File: config.mk
export PLATFORM = sky130hd
export DESIGN_NAME = logic_analyzer_capture_fsm
export DESIGN_NICKNAME = d
export VERILOG_FILES = /design/src/rtl/logic_analyzer_pkg.sv /design/src/rtl/logic_analyzer_capture_fsm.sv
export SDC_FILE = /design/constraint.sdc
export NUM_CORES = 1
export LEC_CHECK = 0
export ABC_AREA = 1
export ABC_CLOCK_PERIOD_IN_PS = 5170
export CAP_MARGIN = 0
export CORE_MARGIN = 2
export CORE_UTILIZATION = 50
export DETAILED_ROUTE_END_ITERATION = 6
export GPL_ROUTABILITY_DRIVEN = 0
export PLACE_DENSITY = 0.85
export REMOVE_ABC_BUFFERS = 1
export SETUP_SLACK_MARGIN = 0.4
export SYNTH_ARGS = -nofsm -noshare
export SYNTH_HDL_FRONTEND = slang
export SYNTH_SLANG_ARGS = --single-unit
File: constraint.sdc
create_clock -name clk -period 5.17 [get_ports clk]
set_input_delay 0.517 -clock clk [delete_from_list [all_inputs] [get_ports clk]]
set_output_delay 0.517 -clock clk [all_outputs]
set_load 0.01 [all_outputs]
File: src/rtl/logic_analyzer_pkg.sv
// Shared state encoding and trigger-mode constants for the logic analyzer capture path.
package logic_analyzer_pkg;

    typedef enum logic [3:0] {
        IDLE             = 4'd0,
        MOVE_TO_POSITION = 4'd1,
        IN_POSITION      = 4'd2,
        CAPTURING        = 4'd3,
        CAPTURED         = 4'd4
    } la_state_e;

    localparam logic [1:0] MODE_SINGLE_SHOT = 2'd0;
    localparam logic [1:0] MODE_INCREMENTAL = 2'd1;
    localparam logic [1:0] MODE_IMMEDIATE   = 2'd2;

endpackage

File: src/rtl/logic_analyzer_capture_fsm.sv
// Capture sequencer: circular sample buffer with pre-trigger window and registered BRAM write port.
// Optional LA_TRIGGER_TIMESTAMP_EN adds a free-running cycle counter and trigger_time output.
//
// state            | meaning
// IDLE             | no writes, waiting for start edge
// MOVE_TO_POSITION | filling the first loc_eff pre-trigger samples
// IN_POSITION      | pre-trigger window full, rolling, waiting for trig_i
// CAPTURING        | post-trigger writes until the buffer is full
// CAPTURED         | buffer full, frozen until stop edge
module logic_analyzer_capture_fsm
    import logic_analyzer_pkg::*;
#(
    parameter int SAMPLE_DEPTH = 1024,
    parameter int ADDR_WIDTH   = $clog2(SAMPLE_DEPTH),
    parameter int PROBE_WIDTH  = 8
) (
    input  logic                   clk,
    input  logic                   rst_n,
    input  logic [1:0]             trigger_mode,
    input  logic [15:0]            trigger_loc,
    input  logic                   request_start,
    input  logic                   request_stop,
    input  logic                   trig_i,
    input  logic [PROBE_WIDTH-1:0] probes_i,
    output logic [3:0]             state,
    output logic [ADDR_WIDTH-1:0]  read_pointer,
    output logic [ADDR_WIDTH-1:0]  write_pointer,
    output logic                   bram_we_o,
    output logic [ADDR_WIDTH-1:0]  bram_addr_o,
    output logic [PROBE_WIDTH-1:0] bram_wdata_o
`ifdef LA_TRIGGER_TIMESTAMP_EN
    ,
    output logic [31:0]            trigger_time
`endif
);

    la_state_e             state_r;
    logic                  start_q;
    logic                  stop_q;
    logic                  start_edge;
    logic                  stop_edge;
    logic [1:0]            mode_l;
    logic [1:0]            mode_in;
    logic [ADDR_WIDTH-1:0] loc_eff;
    logic [ADDR_WIDTH-1:0] loc_in;
    logic [ADDR_WIDTH-1:0] wp_inc;
    logic                  accept;

    assign start_edge = request_start & ~start_q;
    assign stop_edge  = request_stop & ~stop_q;
    assign wp_inc     = write_pointer + 1'b1;
    assign state      = state_r;

    assign loc_in  = (32'(trigger_loc) >= 32'(SAMPLE_DEPTH - 1)) ? ADDR_WIDTH'(SAMPLE_DEPTH - 1)
                                                                 : ADDR_WIDTH'(trigger_loc);
    assign mode_in = (trigger_mode == MODE_INCREMENTAL || trigger_mode == MODE_IMMEDIATE)
                   ? trigger_mode : MODE_SINGLE_SHOT;

    // A stop edge suppresses the sample of that cycle so the frozen pointers match memory contents.
    always_comb begin
        accept = 1'b0;
        if (!stop_edge) begin
            case (state_r)
                MOVE_TO_POSITION: accept = 1'b1;
                IN_POSITION:      accept = 1'b1;
                CAPTURING:        accept = (mode_l == MODE_INCREMENTAL) ? trig_i : 1'b1;
                default:          accept = 1'b0;
            endcase
        end
    end

    always_ff @(posedge clk or negedge rst_n) begin
        if (!rst_n) begin
            state_r       <= IDLE;
            start_q       <= 1'b0;
            stop_q        <= 1'b0;
            mode_l        <= MODE_SINGLE_SHOT;
            loc_eff       <= '0;
            read_pointer  <= '0;
            write_pointer <= '0;
            bram_we_o     <= 1'b0;
            bram_addr_o   <= '0;
            bram_wdata_o  <= '0;
        end else begin
            start_q   <= request_start;
            stop_q    <= request_stop;
            bram_we_o <= accept;
            if (accept) begin
                bram_addr_o   <= write_pointer;
                bram_wdata_o  <= probes_i;
                write_pointer <= wp_inc;
            end

            if (stop_edge) begin
                state_r <= IDLE;
            end else begin
                case (state_r)
                    IDLE: begin
                        if (start_edge) begin
                            write_pointer <= '0;
                            read_pointer  <= '0;
                            loc_eff       <= loc_in;
                            mode_l        <= mode_in;
                            if (mode_in == MODE_SINGLE_SHOT)
                                state_r <= (loc_in == '0) ? IN_POSITION : MOVE_TO_POSITION;
                            else
                                state_r <= CAPTURING;
                        end
                    end
                    MOVE_TO_POSITION: begin
                        if (wp_inc == loc_eff)
                            state_r <= IN_POSITION;
                    end
                    IN_POSITION: begin
                        // With loc_eff = depth-1 the trigger sample itself completes the buffer.
                        if (trig_i)
                            state_r <= (wp_inc == read_pointer) ? CAPTURED : CAPTURING;
                        else
                            read_pointer <= wp_inc - loc_eff;
                    end
                    CAPTURING: begin
                        if (accept && wp_inc == read_pointer)
                            state_r <= CAPTURED;
                    end
                    default: state_r <= state_r;
                endcase
            end
        end
    end

`ifdef LA_TRIGGER_TIMESTAMP_EN
    logic [31:0] cycle_count;

    always_ff @(posedge clk or negedge rst_n) begin
        if (!rst_n) begin
            cycle_count  <= '0;
            trigger_time <= '0;
        end else begin
            cycle_count <= cycle_count + 32'd1;
            if (!stop_edge && state_r == IDLE && start_edge)
                trigger_time <= (mode_in == MODE_SINGLE_SHOT) ? 32'd0 : cycle_count;
            else if (!stop_edge && state_r == IN_POSITION && trig_i)
                trigger_time <= cycle_count;
        end
    end
`endif

endmodule

==> metrics.md <==
| Metric | Value |
|---|---|
| Outcome | `completed` |
| CTS tree | `built` |
| Post-layout min period | `2960 ps` |
| Utilization after layout | `65.7%` |
| Global-route wire length before repair | `12.4 mm` |
| Top cells by area, synth | `dfrtp_1 (43%), nand2_1 (13%), inv_1 (7.5%), ha_1 (4.6%), o21ai_0 (4.4%)` |
| Avg Inst Size Synth | `7.75 µm²` |
| Worst hold path class | `input pin to asynchronous set/reset pin` |
| Ys flop type | `dfrtp_1` |
| Die H | `84.9 µm` |
| Flop2flop setup slack | `2460 ps` |
| DR vias/cell | `5.26` |
| Share of cells above drive strength 1 | `7.07%` |
| Clock buffer depth | `2` |
| Synthesized area | `3270 µm²` |
| Slew at the pin closest to its max-slew limit | `1300 ps` |
| CP Class | `input pin to register` |
| Max rail drop VDD | `0.350 mV` |
| Cells after Synth | `422` |
| Ant. Diodes | `0` |
| Critical path startpoint category | `input pin` |
| Postcts setup bufs | `0` |
| RSZ-0062 raised after global routing | `false` |
| R2R Path End | `state[1]$_DFFE_PN0P_` |
| Sequential share of power | `28.6%` |
| Post-CTS Hold Buffers | `0` |
| Achievable Freq | `337 MHz` |
| Critical Path Fanout Max | `11` |
| Sw Pwr | `1.24 mW` |
| Clock sinks | `56` |
| Vias | `3,006` |
| Row cnt | `29` |
| Grt total ovfl | `0` |
| IO buf count | `72` |
| Synth async-reset ratio | `100%` |
| DP Wirelength | `5.61 mm` |
| Register-to-Register Path Depth | `13` |
| Crit path to | `read_pointer[4]$_DFFE_PN0P_` |
| Setup crit start | `request_stop` |
| Tcrit/Tclk final | `57.3%` |
| WL/cell | `13.2 µm` |
| EDFF count, synth | `0` |
| Clock power frac | `10.8%` |
| Post-layout nets | `538` |
| Count leader, synth | `nand2_1` |
| Clock slew at reported path FFs | `100 ps` |
| Placed Area | `4050 µm²` |
| Final instance area | `4170 µm²` |
| Overall routed net length | `7.52 mm` |
| Post-CTS sizing | `0` |
| Leading area contributor after synthesis | `dfrtp_1` |
| PD cells | `647 nW/µm²` |
| Drt pass-1 iters | `6` |
| Critical path arrival | `3180 ps` |
| Start of the worst register-to-register path | `write_pointer[0]$_DFF_PN0_` |
| Top cell type's share of synthesized area | `42.8%` |
| Pin count of the biggest net entering global routing | `57` |
| Switching Share | `45.8%` |
| Rel. slew slack | `13.1%` |
| Post-synthesis cell type count | `38` |
| Max Clock Skew | `9.24 ps` |
| Core area | `6350 µm²` |
| Vias in the first global route | `2,781` |
| Max H-tree Level | `2` |
| Ys Warns | `0` |
| Final Setup Violations | `0` |
| Number of synthesized register bits | `56` |
| Pint | `1.46 mW` |
| Comb power frac | `60.6%` |
| WP data required | `5380 ps` |
| Chip width | `84.9 µm` |
| Full die area | `7200 µm²` |
| Initial Utilization | `51.5%` |
| Leakage | `2.03 nW` |
| GR Util All Layers | `21.3%` |
| Area delta synth->final | `27.5%` |
| Crit end category | `register` |
| Number of antenna violations at the first check in global routing | `0` |
| CTS buffer count | `5` |
| Initial drt markers | `200` |
| Commonest cells in the netlist | `nand2_1 (112), inv_1 (65), dfrtp_1 (56), o21ai_0 (29)` |
| DRC errors left | `0` |
| CTS Root Cell | `clkbuf_8` |
| Detail Route Antenna Nets | `0` |
| Final Hold Viols | `0` |
| Clock Latency Late Sink | `320 ps` |
| IO Pins | `74` |
| Fin. max-slew vios | `0` |
| Post-synthesis sequential area ratio | `42.8%` |
| Setup TNS | `0 ps` |
| Max Cap Viol | `0` |
how the worst min path moves through the flow:
stage	start	to	slack (ps)	depth (start not counted)
6_report	rst_n	bram_addr_o[1]$_DFFE_PN0N_	320	2
5_1_grt	rst_n	bram_wdata_o[2]$_DFFE_PN0N_	370	2
2_1_floorplan	rst_n	bram_addr_o[0]$_DFFE_PN0N_	220	0
3_3_place_gp	mode_l[0]$_DFFE_PN0P_	mode_l[0]$_DFFE_PN0P_	460	2
4_1_cts	rst_n	bram_wdata_o[7]$_DFFE_PN0N_	350	2
3_5_place_dp	bram_wdata_o[4]$_DFFE_PN0N_	bram_wdata_o[4]$_DFFE_PN0N_	470	2
area by class of cell:
class / instances / area (µm²)
clock inverters: 3 / 46.3
fillers: 522 / 2180
multi-input cells: 289 / 1570
well taps: 77 / 96.3
clock buffers: 5 / 68.8
repair buffers: 74 / 731
flip-flops and latches: 56 / 1400
inverters: 68 / 255
kinds of logic after synthesis:
kind of cell | synth area share [%]
and+or+nand+nor | 27.1
buffers and inverters | 9.14
AOI/OAI and AO/OA | 12.8
DFF | 42.8
adders and majority gates | 5.20
xor gates and xnor gates | 2.79
other | 0.115
worst max-delay path, cell delays in order:
cell and delay, ps:
clkdlybuf4s50_1 410, inv_1 60, nor2_1 90, inv_1 150, nand2_1 80, a211oi_1 1040
nand2_1 480, o32ai_1 350
metrics by stage:
step                      instances  power (mW)  setup WS [ps]  hold WS [ps]
after floorplan                 413        1.80           2860           221
after global placement          564        2.33           2110           460
after detailed placement        564        2.38           2020           465
after CTS                       572        2.69           2290           349
after global routing            572        2.93           1950           374
final                           572        2.70           2210           316
routing by layer:
| layer | up-vias | share of wire (%) | global-route usage (%) |
|---|---|---|---|
| met1 | 1362 | 43 | 27.3 |
| met3 | 12 | 6.1 | 3.40 |
| li1 | 1506 | - | - |
| met5 | - | 0 | 0 |
| met4 | 0 | 2.0 | 6.78 |
| met2 | 126 | 49 | 37.2 |
cell usage in the layout (no fill, tap or decap), drive strengths merged:
master,Yosys,layout
conb,1,1
xnor3,1,1
o21bai,2,2
clkinvlp,0,1
nand2,120,120
ha,12,12
nor4,1,1
nand3,29,29
o31ai,1,1
o21ai,30,30
o22ai,9,9
and3,1,1
dfrtp,56,56
nor3,8,8
o2111ai,1,1
nor2,30,30
xnor2,2,2
clkbuf,3,5
fa,1,1
a21oi,18,18
xor2,5,5
inv,68,69
buf,6,3
o32ai,1,1
a22oi,4,4
bufinv,0,1
nand4,7,7
a21o,1,1
clkdlybuf4s50,0,71
a211oi,4,4
registers in the layout, summed over array words and instances (netlist names):
| register | cells |
|---|---|
| bram_wdata_o | 8 |
| stop_q | 1 |
| loc_eff | 10 |
| read_pointer | 10 |
| bram_we_o | 1 |
| mode_l | 2 |
| write_pointer | 10 |
| start_q | 1 |
| bram_addr_o | 10 |
| state | 3 |
power by group through the flow:
stage	sequential [mW]	clock, mW	combinational [mW]
after floorplan	0.828	0	0.969
final	0.771	0.293	1.64
after detailed placement	0.780	0	1.60
after CTS	0.771	0.298	1.62
after global placement	0.774	0	1.56
after global routing	0.797	0.313	1.82
No activity file was read; power rests on OpenSTA's default activity.
